===== src/rtl/adc_read.sv =====
// adc_read: SPI master scanning a 4-channel 12-bit ADC into packed bytes {ch3,ch2,ch1,ch0}; ports sclk/rst_n/en/sdi in, sdo/cs_n/ctrl_i/ctrl_vld out
module adc_read #(
  parameter int IDLE_CYC = 2,
  parameter int NCH = 4
) (
  input  logic        sclk,
  input  logic        rst_n,
  input  logic        en,
  input  logic        sdi,
  output logic        sdo,
  output logic        cs_n,
  output logic [31:0] ctrl_i,
  output logic        ctrl_vld
);
  typedef enum logic {IDLE, XFER} state_t;
  state_t state_q, state_d;
  logic [3:0] icnt_q, icnt_d, b_q, b_d;
  logic [1:0] ch_q, ch_d;
  logic [10:0] sr_q, sr_d;
  logic sdo_q, sdo_d, cs_n_q, cs_n_d, vld_q, vld_d;
  logic [31:0] ctrl_q, ctrl_d;
  always_comb begin
    state_d = state_q;
    icnt_d = icnt_q;
    b_d = b_q;
    ch_d = ch_q;
    sr_d = sr_q;
    sdo_d = 1'b0;
    cs_n_d = cs_n_q;
    ctrl_d = ctrl_q;
    vld_d = 1'b0;
    if (state_q == IDLE) begin
      icnt_d = icnt_q == 4'(IDLE_CYC) ? icnt_q : icnt_q + 4'd1;
      if (icnt_q == 4'(IDLE_CYC) && en) begin
        state_d = XFER;
        icnt_d = 4'd0;
        b_d = 4'd0;
        cs_n_d = 1'b0;
      end
    end else begin
      b_d = b_q == 4'd15 ? b_q : b_q + 4'd1;
      sdo_d = b_d == 4'd2 ? ch_q[1] : b_d == 4'd3 ? ch_q[0] : 1'b0;
      if (b_q >= 4'd4) sr_d = {sr_q[9:0], sdi};
      if (b_q == 4'd15) begin
        ctrl_d[{ch_q, 3'b000} +: 8] = sr_q[10:3];
        ch_d = ch_q == 2'(NCH - 1) ? 2'd0 : ch_q + 2'd1;
        vld_d = ch_q == 2'(NCH - 1);
        state_d = IDLE;
        cs_n_d = 1'b1;
        sdo_d = 1'b0;
        icnt_d = 4'd0;
      end
    end
  end
  always_ff @(posedge sclk or negedge rst_n) begin
    if (!rst_n) begin
      state_q <= IDLE;
      icnt_q <= 4'd0;
      b_q <= 4'd0;
      ch_q <= 2'd0;
      sr_q <= 11'd0;
      sdo_q <= 1'b0;
      cs_n_q <= 1'b1;
      ctrl_q <= 32'h0;
      vld_q <= 1'b0;
    end else begin
      state_q <= state_d;
      icnt_q <= icnt_d;
      b_q <= b_d;
      ch_q <= ch_d;
      sr_q <= sr_d;
      sdo_q <= sdo_d;
      cs_n_q <= cs_n_d;
      ctrl_q <= ctrl_d;
      vld_q <= vld_d;
    end
  end
  assign sdo = sdo_q;
  assign cs_n = cs_n_q;
  assign ctrl_i = ctrl_q;
  assign ctrl_vld = vld_q;
endmodule


===== config.mk =====
export PLATFORM = sky130hd
export DESIGN_NAME = adc_read
export DESIGN_NICKNAME = d
export VERILOG_FILES = /design/src/rtl/adc_read.sv
export SDC_FILE = /design/constraint.sdc
export NUM_CORES = 1
export LEC_CHECK = 0
export ABC_AREA = 1
export CAP_MARGIN = 30
export CORE_UTILIZATION = 54
export DETAILED_ROUTE_END_ITERATION = 8
export HOLD_SLACK_MARGIN = 0.1
export PLACE_DENSITY = 0.88
export SYNTH_ARGS = -nofsm -noshare
export SYNTH_HDL_FRONTEND = slang
export SYNTH_SLANG_ARGS = --single-unit

===== constraint.sdc =====
create_clock -name sclk -period 2.1 [get_ports sclk]
set_input_delay 0.63 -clock sclk [delete_from_list [all_inputs] [get_ports sclk]]
set_output_delay 0.63 -clock sclk [all_outputs]
set_load 0.01 [all_outputs]

; After elaboration in Yosys (flattened, before gate mapping)
; Cells that the tools add are included.
[totals]
reg_bits = 57
input_bits = 4
out_inout_bits = 35
word_cells = 50
[classes]
add_sub_neg = 4
magnitude_cmp = 1
n_eq_ne = 7
n_shift = 2
n_mux = 21
n_reduce_logical = 6
[op_table]
columns = operator, count
row1 = $bwmux 32, 1
row2 = $shift 8x7->32 const A, 1
row3 = $shiftx 8x7->32, 1
row4 = $mux 4, 7
row5 = $eq 4x2->1 const B, 3
row6 = $mux 1, 12
row7 = $add 4x1->4 const B, 2
row8 = $reduce_and 2->1, 4
row9 = $neg 5->7, 1
row10 = $eq 4x4->1 const B, 1
row11 = $ge 4x3->1 const B, 1
row12 = $ne 3x2->1 const B, 1
row13 = $add 2x1->2 const B, 1
row14 = $eq 2x2->1 const B, 1
row15 = $mux 2, 1
row16 = $ne 2x1->1 const B, 1
row17 = $reduce_bool 2->1, 1
row18 = $logic_and 1x1->1, 1

; Depth between registers and ports, before layout
[logic_depth]
word_depth = 7
ltp_mapped = 8
mapped_depth_nobuf = 8

; Least setup slack after synthesis
; No wires, ideal clock.
[synth_timing]
path_kind = register to register
from = register ch_q[0]
to = register ctrl_q[0], in the netlist ctrl_i[0]
setup_ps = 66
arrival_time_ps = 1863
t_required_ps = 2034
slack_ps = 170
stages_incl_launch_ff = 7
path_buffers = 1
synth_period_minus_slack_ps = 1930
path_cell_list = dfrtp_1 -> clkbuf_1 -> inv_1 -> ha_1 -> nor3_1 -> nand3_1 -> nand2_1
[synth_via]
elab_chain_len = 3
elab_cells_between_ends = 4
classes_between = add/sub: 1 / shift: 2 / mux: 1
[synth_rtl]
columns = item, line
row1 = start: declaration, 18  ; logic [1:0] ch_q, ch_d;
row2 = start signal: assignment, 70  ; ch_q <= ch_d;
row3 = $neg 5->7 *, 45  ; ctrl_d[{ch_q, 3'b000} +: 8] = sr_q[10:3];
row4 = $shiftx 8x7->32 / $shift 8x7->32 (equally long branches), 45
row5 = $bwmux 32 *, 45
row6 = end signal: assignment, 74  ; ctrl_q <= ctrl_d;
row7 = end: declaration, 21  ; logic [31:0] ctrl_q, ctrl_d;
; Mark *: on every way between the ends. The rest lies on a longest branch, timed or not.
; A chain may end at the register's enable or synchronous reset.

; Worst setup path in the final report
[layout_timing]
from = register cs_n_q, in the netlist cs_n
to = output cs_n
[layout_lines]
columns = item, line
row1 = start: declaration, 20  ; logic sdo_q, sdo_d, cs_n_q, cs_n_d, vld_q, vld_d;
row2 = start signal: assignment, 73  ; cs_n_q <= cs_n_d;
row3 = end: declaration, 11  ; output logic cs_n,
; No word-level cell between the ends.

==> flow_summary.yaml <==
outcome:
  run_status: "complete, no violations"
detailed_routing:
  drc: 0
  met2WireLength_mm: 2.64
  top_layer: "met4"
  routedWlPerCell_microns: 13.0
  wl_met1_mm: 2.49
  postRouteAntennaNets: 0
  via_per_inst: 5.18
  wl_met3_microns: 214
  routed_wl_mm: 5.49
  drtIter0Drc: 117
  via_count: 2193
  first_pass_iters: 4
global_routing:
  grt_pass1_wl_mm: 9.43
  first_global_vias: 2171
  grt_antenna_before_repair: 0
  grt_max_degree: 39
  grt-ovfl-total: 0
  grt.total_usage_pct: 24.0
worst_setup_path:
  worstSetupEndpointType: "primary output"
  crit_arrival_ns: 1.38
  cp_top_family: "flip-flops"
  cp_max_fo: 2
  startpoint: "cs_n"
  critPathSlowestCell: "dfstp_2"
  r2r-end: "ctrl_i[19]"
  crit_chain: "clkdlybuf4s50_1"
  r2r_start: "b_q[1]"
  critPathKind: "reg2out"
  cp.depth: 1
  r2r_setup_slack_ns: 0.18
  r2r_cells: 6
  crit_path_max_incr_delay_ns: 0.53
  critPathLaunchType: "flop"
  cp_num_buf_inv: 1
  endpoint: "cs_n"
  required_ns: 1.47
power_and_ir_drop:
  power_density_mw_per_mm2: 1360
  peakVddDrop_mv: 0.757
  power.leakage_nw: 1.85
  total_power_mw: 4.61
layout:
  nFillCells: 376
  fin_nets: 364
  final_core_util_pct: 71.4
  area_delta_synth_final_pct: 26.4
  antennaDiodeCount: 0
  seqCellArea_sq_mm: 0.00143
  design_area_sq_mm: 0.00340
  layout-drive-gt1-share_pct: 9.27
  multi_input_area_sq_mm: 0.00108
yosys:
  syn_avg_cell_area_sq_um: 8.90
  synth_cell_types: 21
  ys_ff_latch: 57
  syn_inst: 302
  synth_nets: 315
  synthesis.area_sq_mm: 0.00269
  yosysWarningCount: 0
  yosysSeqAreaShare_pct: 53.1
clocking:
  cts-buffers-inserted: 9
  cts_hold_buffers: 0
  path_clk_slew_ns: 0.06
  cts_htree_levels: 3
  clk_path_buf_depth: 2
  post_cts_buffers: 0
  cts_sinks: 57
  postCtsResizedCells: 0
  clk_latency_ns: 0.33
  cts_tree: "done"
  ctsRootBufferMaster: "clkbuf_8"
floorplan:
  die_h_microns: 72.5
  start_util_pct: 56.5
  ioPinCount: 39
  core_area_sq_mm: 0.00475
  die-area_sq_mm: 0.00526
  std_cell_rows: 25
  fp.dieW_microns: 72.5
timing:
  worst_pin_slew_ns: 0.823
  relSlewSlack_pct: 45.1
  fin_skew_ns: 0.00934
  finalCritPeriodShare_pct: 95.9
  setup_viol: 0
  max_freq_ghz: 0.497
  whs_ns: 0.306
  min_period_ns: 2.01
  grt_setup_unrepaired: "no"
  setup_tns_ns: 0
  slew_viol_final: 0
  hold_viol: 0
worst_hold_path:
  holdCritPathClass: "in2async"
place:
  io_buffers: 38
  place_area_sq_mm: 0.00315
  place_hpwl_mm: 3.84
  gp_congestion: 0.807
flow_run:
  drv_cap: 0
-- layout by cell type, fill, tap and decap left out --
cell type,n
nand2_1,80
dfrtp_1,56
nand3_1,41
clkdlybuf4s50_1,37
inv_1,30
o21ai_0,25
o21ai_1,21
nor2_1,13
clkbuf_8,10
ha_1,9
buf_4,6
nor2_8,5
a21oi_1,5
clkinv_2,3
bufinv_16,3
inv_2,2
nand4_1,2
xor2_1,2
nand3_4,1
nor3_1,1
o22ai_1,1
dfstp_2,1
buf_2,1
buf_12,1
-- cell type report --
class	count	share of cell area [%]
clock buffers	10	4.05
clock inverters	6	3.10
inverters	32	3.54
multi-input cells	206	31.8
flip-flops and latches	57	42.0
well taps	67	2.47
repair buffers	45	13.0
-- worst min-delay path by stage --
stage | endpoint | cells past startpoint
after floorplan | b_q[0] | 0
after global placement | cs_n | 2
after detailed placement | cs_n | 2
after CTS | b_q[0] | 1
after global routing | b_q[0] | 1
final | b_q[0] | 1
-- per-stage QoR --
| step | setup slack (ns) | instances |
|---|---|---|
| CTS | 0.0765 | 423 |
| floorplan | 0.170 | 302 |
| detailed placement | 0.208 | 407 |
| global route | 0.0340 | 423 |
| global placement | 0.301 | 407 |
| finish | 0.0864 | 423 |
-- flip-flops by register name, indices dropped and copies added, names as in the netlist --
name	flops
ctrl_vld	1
cs_n	1
state_q	1
b_q	4
icnt_q	4
ctrl_i	32
sdo	1
sr_q	11
ch_q	2
-- kinds of logic after synthesis --
kind of cell | Yosys count | share of synthesized area [%]
compound gates | 52 | 9.73
buf+inv | 39 | 6.66
simple gates | 143 | 25.7
xor+xnor | 2 | 0.652
fa+ha+maj | 9 | 4.19
flops | 57 | 53.1
-- cells in the mapped netlist (all sizes together) --
cell / instances / area share [%]
inv: 32 / 4.5
nor2: 18 / 5.5
xor2: 2 / 0.65
dfrtp: 56 / 52
ha: 9 / 4.2
nor3: 1 / 0.19
o21ai: 46 / 8.6
clkbuf: 3 / 0.42
buf: 4 / 1.8
nand3: 42 / 8.3
o22ai: 1 / 0.23
dfstp: 1 / 0.98
a21oi: 5 / 0.93
nand4: 2 / 0.47
nand2: 80 / 11
-- metal layers --
metal / GRT usage (%) / vias to the layer above
li1: - / 1098
met1: 30.0 / 1012
met2: 38.5 / 67
met3: 5.28 / 16
met4: 14.2 / 0
met5: 0 / -
-- power breakdown --
group	total (mW)	internal, mW	switching [mW]
sequential	1.73	1.41	0.312
combinational	1.65	0.582	1.06
clock	1.24	0.814	0.424
total	4.61	2.81	1.80
(Power assumes the default switching activity.)
